<file path="src/rtl/jt51_slot_pkg.sv">
// Shared widths, field indices, slot packing helper and write-entry layout
// for the jt51 slot scheduler.
package jt51_slot_pkg;
  localparam int CH_W_D   = 3;
  localparam int OP_W_D   = 2;
  localparam int DW_D     = 8;
  localparam int NFLD_D   = 4;
  localparam int QDEPTH_D = 2;

  typedef enum logic [1:0] {
    FLD_DT1MUL = 2'd0,
    FLD_TL     = 2'd1,
    FLD_KSAR   = 2'd2,
    FLD_D1LRR  = 2'd3
  } fld_e;

  typedef struct packed {
    logic [OP_W_D-1:0] op;
    logic [CH_W_D-1:0] ch;
    logic [1:0]        fld;
    logic [DW_D-1:0]   data;
  } wr_entry_t;

  function automatic int slot_idx(input int op, input int ch, input int ch_w);
    return (op << ch_w) | ch;
  endfunction
endpackage

</file>
<file path="src/rtl/jt51_slot_fifo.sv">
// Synchronous FIFO with clock enable and a registered full flag, so ready
// never depends combinationally on a same-cycle pop.
module jt51_slot_fifo #(
  parameter int W     = 8,
  parameter int DEPTH = 2
)(
  input  logic         i_clk,
  input  logic         i_rst,
  input  logic         i_cen,
  input  logic         i_push,
  input  logic [W-1:0] i_data,
  input  logic         i_pop,
  output logic         o_full,
  output logic         o_empty,
  output logic [W-1:0] o_head
);
  localparam int AW = (DEPTH > 1) ? $clog2(DEPTH) : 1;
  localparam int CW = $clog2(DEPTH + 1);

  logic [DEPTH-1:0][W-1:0] r_mem;
  logic [AW-1:0]           r_rd, r_wr;
  logic [CW-1:0]           r_cnt, w_cnt_nxt;
  logic                    r_full;
  logic                    w_do_push, w_do_pop;

  function automatic logic [AW-1:0] inc(input logic [AW-1:0] p);
    return (p == AW'(DEPTH - 1)) ? '0 : p + 1'b1;
  endfunction

  assign w_do_push = i_cen & i_push & ~r_full;
  assign w_do_pop  = i_cen & i_pop & (r_cnt != '0);
  assign w_cnt_nxt = r_cnt + CW'(w_do_push) - CW'(w_do_pop);

  always_ff @(posedge i_clk) begin
    if (i_rst) begin
      r_mem  <= '0;
      r_rd   <= '0;
      r_wr   <= '0;
      r_cnt  <= '0;
      r_full <= 1'b0;
    end else begin
      if (w_do_push) begin
        r_mem[r_wr] <= i_data;
        r_wr        <= inc(r_wr);
      end
      if (w_do_pop) r_rd <= inc(r_rd);
      r_cnt  <= w_cnt_nxt;
      r_full <= (w_cnt_nxt == CW'(DEPTH));
    end
  end

  assign o_full  = r_full;
  assign o_empty = (r_cnt == '0);
  assign o_head  = r_mem[r_rd];
endmodule

</file>
<file path="src/rtl/jt51_slot_sched.sv">
// Slot sequencer plus queued per-slot register store; writes land only as the
// counter passes their slot. Optional readback port: JT51_SLOT_RDBACK_EN.
module jt51_slot_sched import jt51_slot_pkg::*; #(
  parameter  int CH_W   = CH_W_D,
  parameter  int OP_W   = OP_W_D,
  parameter  int DW     = DW_D,
  parameter  int NFLD   = NFLD_D,
  parameter  int QDEPTH = QDEPTH_D,
  localparam int SW     = CH_W + OP_W,
  localparam int NSLOT  = 1 << SW,
  localparam int FW     = (NFLD > 1) ? $clog2(NFLD) : 1
)(
  input  logic               i_clk,
  input  logic               i_rst,
  input  logic               i_cen,
  input  logic               i_wr_valid,
  output logic               o_wr_ready,
  input  logic [OP_W-1:0]    i_wr_op,
  input  logic [CH_W-1:0]    i_wr_ch,
  input  logic [FW-1:0]      i_wr_fld,
  input  logic [DW-1:0]      i_wr_data,
  output logic               o_wr_done,
  output logic [SW-1:0]      o_slot,
  output logic [OP_W-1:0]    o_cur_op,
  output logic [CH_W-1:0]    o_cur_ch,
  output logic               o_zero,
  output logic               o_half,
  output logic [SW-1:0]      o_rd_slot,
  output logic [NFLD*DW-1:0] o_rd_data
`ifdef JT51_SLOT_RDBACK_EN
  ,
  input  logic               i_rb_req,
  input  logic [OP_W-1:0]    i_rb_op,
  input  logic [CH_W-1:0]    i_rb_ch,
  input  logic [FW-1:0]      i_rb_fld,
  output logic [DW-1:0]      o_rb_data,
  output logic               o_rb_valid
`endif
);
  typedef struct packed {
    logic [OP_W-1:0] op;
    logic [CH_W-1:0] ch;
    logic [FW-1:0]   fld;
    logic [DW-1:0]   data;
  } ent_t;

  ent_t                          w_push_ent, w_head;
  logic                          w_full, w_empty, w_commit;
  logic [SW-1:0]                 r_slot, w_next, w_head_slot;
  logic                          r_zero, r_half, r_wr_done;
  logic [SW-1:0]                 r_rd_slot;
  logic [NFLD*DW-1:0]            r_rd_data, w_rd_word;
  logic [NSLOT-1:0][NFLD*DW-1:0] r_mem;

  assign w_push_ent  = {i_wr_op, i_wr_ch, i_wr_fld, i_wr_data};
  assign w_next      = r_slot + 1'b1;
  assign w_head_slot = SW'(slot_idx(int'(w_head.op), int'(w_head.ch), CH_W));
  assign w_commit    = ~w_empty & (r_slot == w_head_slot);

  jt51_slot_fifo #(.W($bits(ent_t)), .DEPTH(QDEPTH)) u_fifo (
    .i_clk  (i_clk),
    .i_rst  (i_rst),
    .i_cen  (i_cen),
    .i_push (i_wr_valid),
    .i_data (w_push_ent),
    .i_pop  (w_commit),
    .o_full (w_full),
    .o_empty(w_empty),
    .o_head (w_head)
  );

  // Write-first view of the current slot; also the value stored on commit.
  always_comb begin
    w_rd_word = r_mem[r_slot];
    if (w_commit) w_rd_word[w_head.fld*DW +: DW] = w_head.data;
  end

  always_ff @(posedge i_clk) begin
    if (i_rst) begin
      r_slot    <= '0;
      r_zero    <= 1'b0;
      r_half    <= 1'b0;
      r_wr_done <= 1'b0;
      r_rd_slot <= '0;
      r_rd_data <= '0;
      r_mem     <= '0;
    end else begin
      r_wr_done <= 1'b0;
      if (i_cen) begin
        r_slot    <= w_next;
        r_zero    <= (w_next == '0);
        r_half    <= (w_next[SW-2:0] == '0);
        r_wr_done <= w_commit;
        r_rd_slot <= r_slot;
        r_rd_data <= w_rd_word;
        if (w_commit) r_mem[r_slot] <= w_rd_word;
      end
    end
  end

  assign o_wr_ready = ~w_full;
  assign o_wr_done  = r_wr_done;
  assign o_slot     = r_slot;
  assign o_cur_op   = r_slot[SW-1:CH_W];
  assign o_cur_ch   = r_slot[CH_W-1:0];
  assign o_zero     = r_zero;
  assign o_half     = r_half;
  assign o_rd_slot  = r_rd_slot;
  assign o_rd_data  = r_rd_data;

`ifdef JT51_SLOT_RDBACK_EN
  logic          r_rb_pend, r_rb_valid;
  logic [SW-1:0] r_rb_slot;
  logic [FW-1:0] r_rb_fld;
  logic [DW-1:0] r_rb_data;
  logic          w_rb_hit;

  assign w_rb_hit = r_rb_pend & (r_slot == r_rb_slot);

  // One outstanding read; it resolves on the same slot pass rule as commits.
  always_ff @(posedge i_clk) begin
    if (i_rst) begin
      r_rb_pend  <= 1'b0;
      r_rb_valid <= 1'b0;
      r_rb_slot  <= '0;
      r_rb_fld   <= '0;
      r_rb_data  <= '0;
    end else begin
      r_rb_valid <= 1'b0;
      if (i_cen) begin
        if (w_rb_hit) begin
          r_rb_data  <= w_rd_word[r_rb_fld*DW +: DW];
          r_rb_valid <= 1'b1;
          r_rb_pend  <= 1'b0;
        end else if (i_rb_req && !r_rb_pend) begin
          r_rb_slot <= {i_rb_op, i_rb_ch};
          r_rb_fld  <= i_rb_fld;
          r_rb_pend <= 1'b1;
        end
      end
    end
  end

  assign o_rb_data  = r_rb_data;
  assign o_rb_valid = r_rb_valid;
`endif
endmodule

</file>
<file path="config.mk">
export PLATFORM = sky130hd
export DESIGN_NAME = jt51_slot_sched
export DESIGN_NICKNAME = d
export VERILOG_FILES = /design/src/rtl/jt51_slot_pkg.sv /design/src/rtl/jt51_slot_fifo.sv /design/src/rtl/jt51_slot_sched.sv
export SDC_FILE = /design/constraint.sdc
export NUM_CORES = 2
export LEC_CHECK = 0
export ABC_AREA = 1
export CAP_MARGIN = 25
export CORE_MARGIN = 5
export CORE_UTILIZATION = 35
export DETAILED_ROUTE_END_ITERATION = 6
export SYNTH_ARGS = -nofsm -noshare
export SYNTH_HDL_FRONTEND = slang
export SYNTH_SLANG_ARGS = --single-unit
</file>
<file path="constraint.sdc">
create_clock -name i_clk -period 5.91 [get_ports i_clk]
set_input_delay 1.182 -clock i_clk [delete_from_list [all_inputs] [get_ports i_clk]]
set_output_delay 1.182 -clock i_clk [all_outputs]
set_load 0.05 [all_outputs]
</file>
==> reports/results.tsv <==
metric	value	unit
drc	1	
use_met1	0.312	
worst-setup-path-type	reg2reg	
multi_input_area	25900	sq um
wl_per_cell	18.6	um
setup_viol	0	
die_y	403	um
post-cts-setup-buffers	0	
synth_xor_area_frac	0.000486	
hold_slack	0.453	ns
crit_family	simple AND/OR/NAND/NOR gates	
busiest_layer	met2	
path_max_fanout	27	
synth_top_family_by_area	simple AND/OR/NAND/NOR gates	
h-tree-depth	3	
ys_ff_latch	1104	
cts.sinks	1104	
cp-start-kind	flip-flop	
ant_nets	0	
finClkSkew	0.0454	ns
hold_buffers	0	
regArea	22100	sq um
core_area	154000	sq um
slowest_delay	1.06	ns
grt_max_degree	201	
die_x	403	um
insertion_delay	0.76	ns
io_buffers	69	
hpwl	105	mm
peakVddDrop	0.000261	V
grt_first_pass_wirelength	294	mm
grt_setup_unrepaired	no	
synth_cell_types	28	
synth_mux_area_frac	0	
clockRootBuffer	clkbuf_16	
slowest_stage	nand3_1	
use_met2	0.367	
synth.avg_cell_area	6.26	sq um
report.final.slew_viol_count	0	
p_leak	29.8	nW
synth_compound_area_frac	0.177	
synth_most_common_cell	nand2_1	
syn_inst	8638	
synthSimpleGateAreaFrac	0.295	
row_count	144	
power_density	283	nW/um^2
track_usage	0.228	
ioPinCount	70	
place.gp.congestion	0.890	
setup.worst_path.end_class	flip-flop	
ys.flop_type	dfxtp_1	
hold_viol	0	
diodes	0	
fin_crit	4.40	ns
synth.area.top_cells	dfxtp_1 (41%), nand2_1 (21%), a21oi_1 (11%)	
layout.nets	8309	
synth-warning-count	0	
cp.buffers_inverters	1	
n_fill_cell	16320	
path_clk_slew	0.06	ns
ys_async_sr_fraction	0	
worstMarginPinSlew	1.17	ns
status	complete, but fails checks	
first_pass_iters	7	
synth-adder-area-share	0.00255	
via_per_inst	5.12	
cts_made_buffers	117	
grt_overflow	0	
hold_class	reg2reg	
drv_cap	0	
netlist_area	54100	sq um
drt-total-wl	194	mm
crit_top_cell	nand2_1	
cp.arrival	5.07	ns
first_global_vias	48066	
fp.dieArea	162000	sq um
drt_iter0_drc	5632	
grt_util_met3	0.0302	
synth-edff-count	0	
violations	design-rule violations	
finalCritPeriodShare	0.744	
area_growth	11.0	%
drive_gt1_frac	0.0477	
clock.fmax	0.227	GHz
antenna_found_initial	2	
cp.required	6.59	ns
syn-num-nets	8668	
start_util	0.351	
synth_area_leader_cell	dfxtp_1	
setup-tns-final	0	ns
synth_seq_area_share	0.409	
vias	53331	
cts.repair.resized	0	
cp_cell_sequence	inv_2 -> nand2_1 -> nand2_1 -> nand2_1 -> nand2_1 -> nor2_2 -> nand4_1 -> nand3_1 -> nand2_1 -> a21oi_1	
cts_tree	yes	
synthTopCellsByCount	nand2_1 (2962), a21oi_1 (1166), dfxtp_1 (1104)	
clockBufferDepth	3	
synth_top_area_share	0.409	
max-slew-margin-rel	0.221	
-- cell usage in the layout, fill, tap and decap left out, types with 2 or more instances in the layout --
master | synthesis | final
clkbuf_1 | 347 | 24
nand4_1 | 4 | 4
o211ai_1 | 153 | 153
inv_2 | 6 | 6
a21oi_1 | 1166 | 1166
nand2_4 | 7 | 20
buf_2 | 245 | 2
nor3_4 | 0 | 4
nand3_1 | 255 | 255
nor2_1 | 839 | 836
dfxtp_4 | 0 | 2
nor2_2 | 9 | 3
buf_16 | 0 | 13
buf_4 | 11 | 118
bufinv_16 | 0 | 7
clkinv_8 | 0 | 2
xnor2_1 | 2 | 2
o21ai_0 | 520 | 520
clkdlybuf4s50_1 | 0 | 67
clkbuf_16 | 0 | 119
inv_6 | 0 | 2
clkinv_1 | 3 | 5
ha_1 | 11 | 11
clkinvlp_4 | 0 | 3
nand2_1 | 2962 | 2959
nor2_8 | 3 | 3
clkinv_2 | 0 | 27
inv_1 | 871 | 866
nor3_2 | 4 | 2
clkbuf_8 | 0 | 29
nor3_1 | 4 | 2
nor2_4 | 0 | 9
buf_12 | 0 | 16
dfxtp_1 | 1104 | 1102
inv_8 | 0 | 3
nand2_2 | 15 | 5
-- cells by family (layout without fill, tap and decap cells) --
| kind of cell | Yosys count | in the layout |
|---|---|---|
| AND/OR/NAND/NOR | 4105 | 4105 |
| AO/OA/AOI/OAI | 1840 | 1840 |
| buffers and inverters | 1575 | 1310 |
| flip-flops | 1104 | 1104 |
| adder cells (fa/ha/maj) | 11 | 11 |
| XOR/XNOR | 3 | 3 |
-- stage by stage --
step	cells	power [mW]	area (sq um)	worst slack, ns	utilization
floorplan	8638	8.93	54100	3.05	-
global placement	10188	9.59	55700	1.62	0.362
detailed placement	10195	9.59	55900	1.65	0.363
CTS	10408	17.1	59800	1.62	0.388
global route	10417	17.5	60000	1.19	0.390
finish	10417	17.0	60000	1.51	0.390
-- registers in the layout, summed over array words and instances, names as in the netlist --
name,flops
o_half,1
o_rd_data,32
o_rd_slot,5
o_slot,5
o_wr_done,1
o_zero,1
r_mem,1024
u_fifo.o_full,1
u_fifo.r_cnt,2
u_fifo.r_mem,30
u_fifo.r_rd,1
u_fifo.r_wr,1
-- layer usage --
metal / vias to the layer above / wire length [um]
met5: - / 9
met4: 2 / 8490
met3: 398 / 14400
met2: 1920 / 85500
met1: 24865 / 85300
li1: 26146 / -
-- worst min-delay path, stage by stage (launching register included) --
cell,delay [ns]
dfxtp_1,0.30
inv_1,0.06
a21oi_1,0.05
-- power breakdown --
part | switching (mW) | internal, mW
Combinational | 1.50 | 0.420
Sequential | 0.0613 | 7.49
Clock | 3.19 | 4.34
Total | 4.75 | 12.3
-- path summary, 6_finish.rpt --
check,startpoint,end,slack [ns],cells after the start
worst max-delay path,u_fifo.r_rd$_SDFFE_PP0P_,o_rd_data[13]$_SDFFE_PP0P_,1.51,10
worst min-delay path,u_fifo.r_mem[4]$_SDFFE_PP0P_,u_fifo.r_mem[4]$_SDFFE_PP0P_,0.45,2
worst max register to register,u_fifo.r_rd$_SDFFE_PP0P_,o_rd_data[13]$_SDFFE_PP0P_,1.51,10
worst min register to register,u_fifo.r_mem[4]$_SDFFE_PP0P_,u_fifo.r_mem[4]$_SDFFE_PP0P_,0.45,2
-- cell type report --
type	instances	share of cell area
clock inverters	41	0.00696
well taps	2044	0.0426
inverters	880	0.0554
multi-input cells	5959	0.431
repair buffers	217	0.0377
flip-flops and latches	1104	0.368
clock buffers	172	0.0578
No activity file was read; power rests on OpenSTA's default activity.
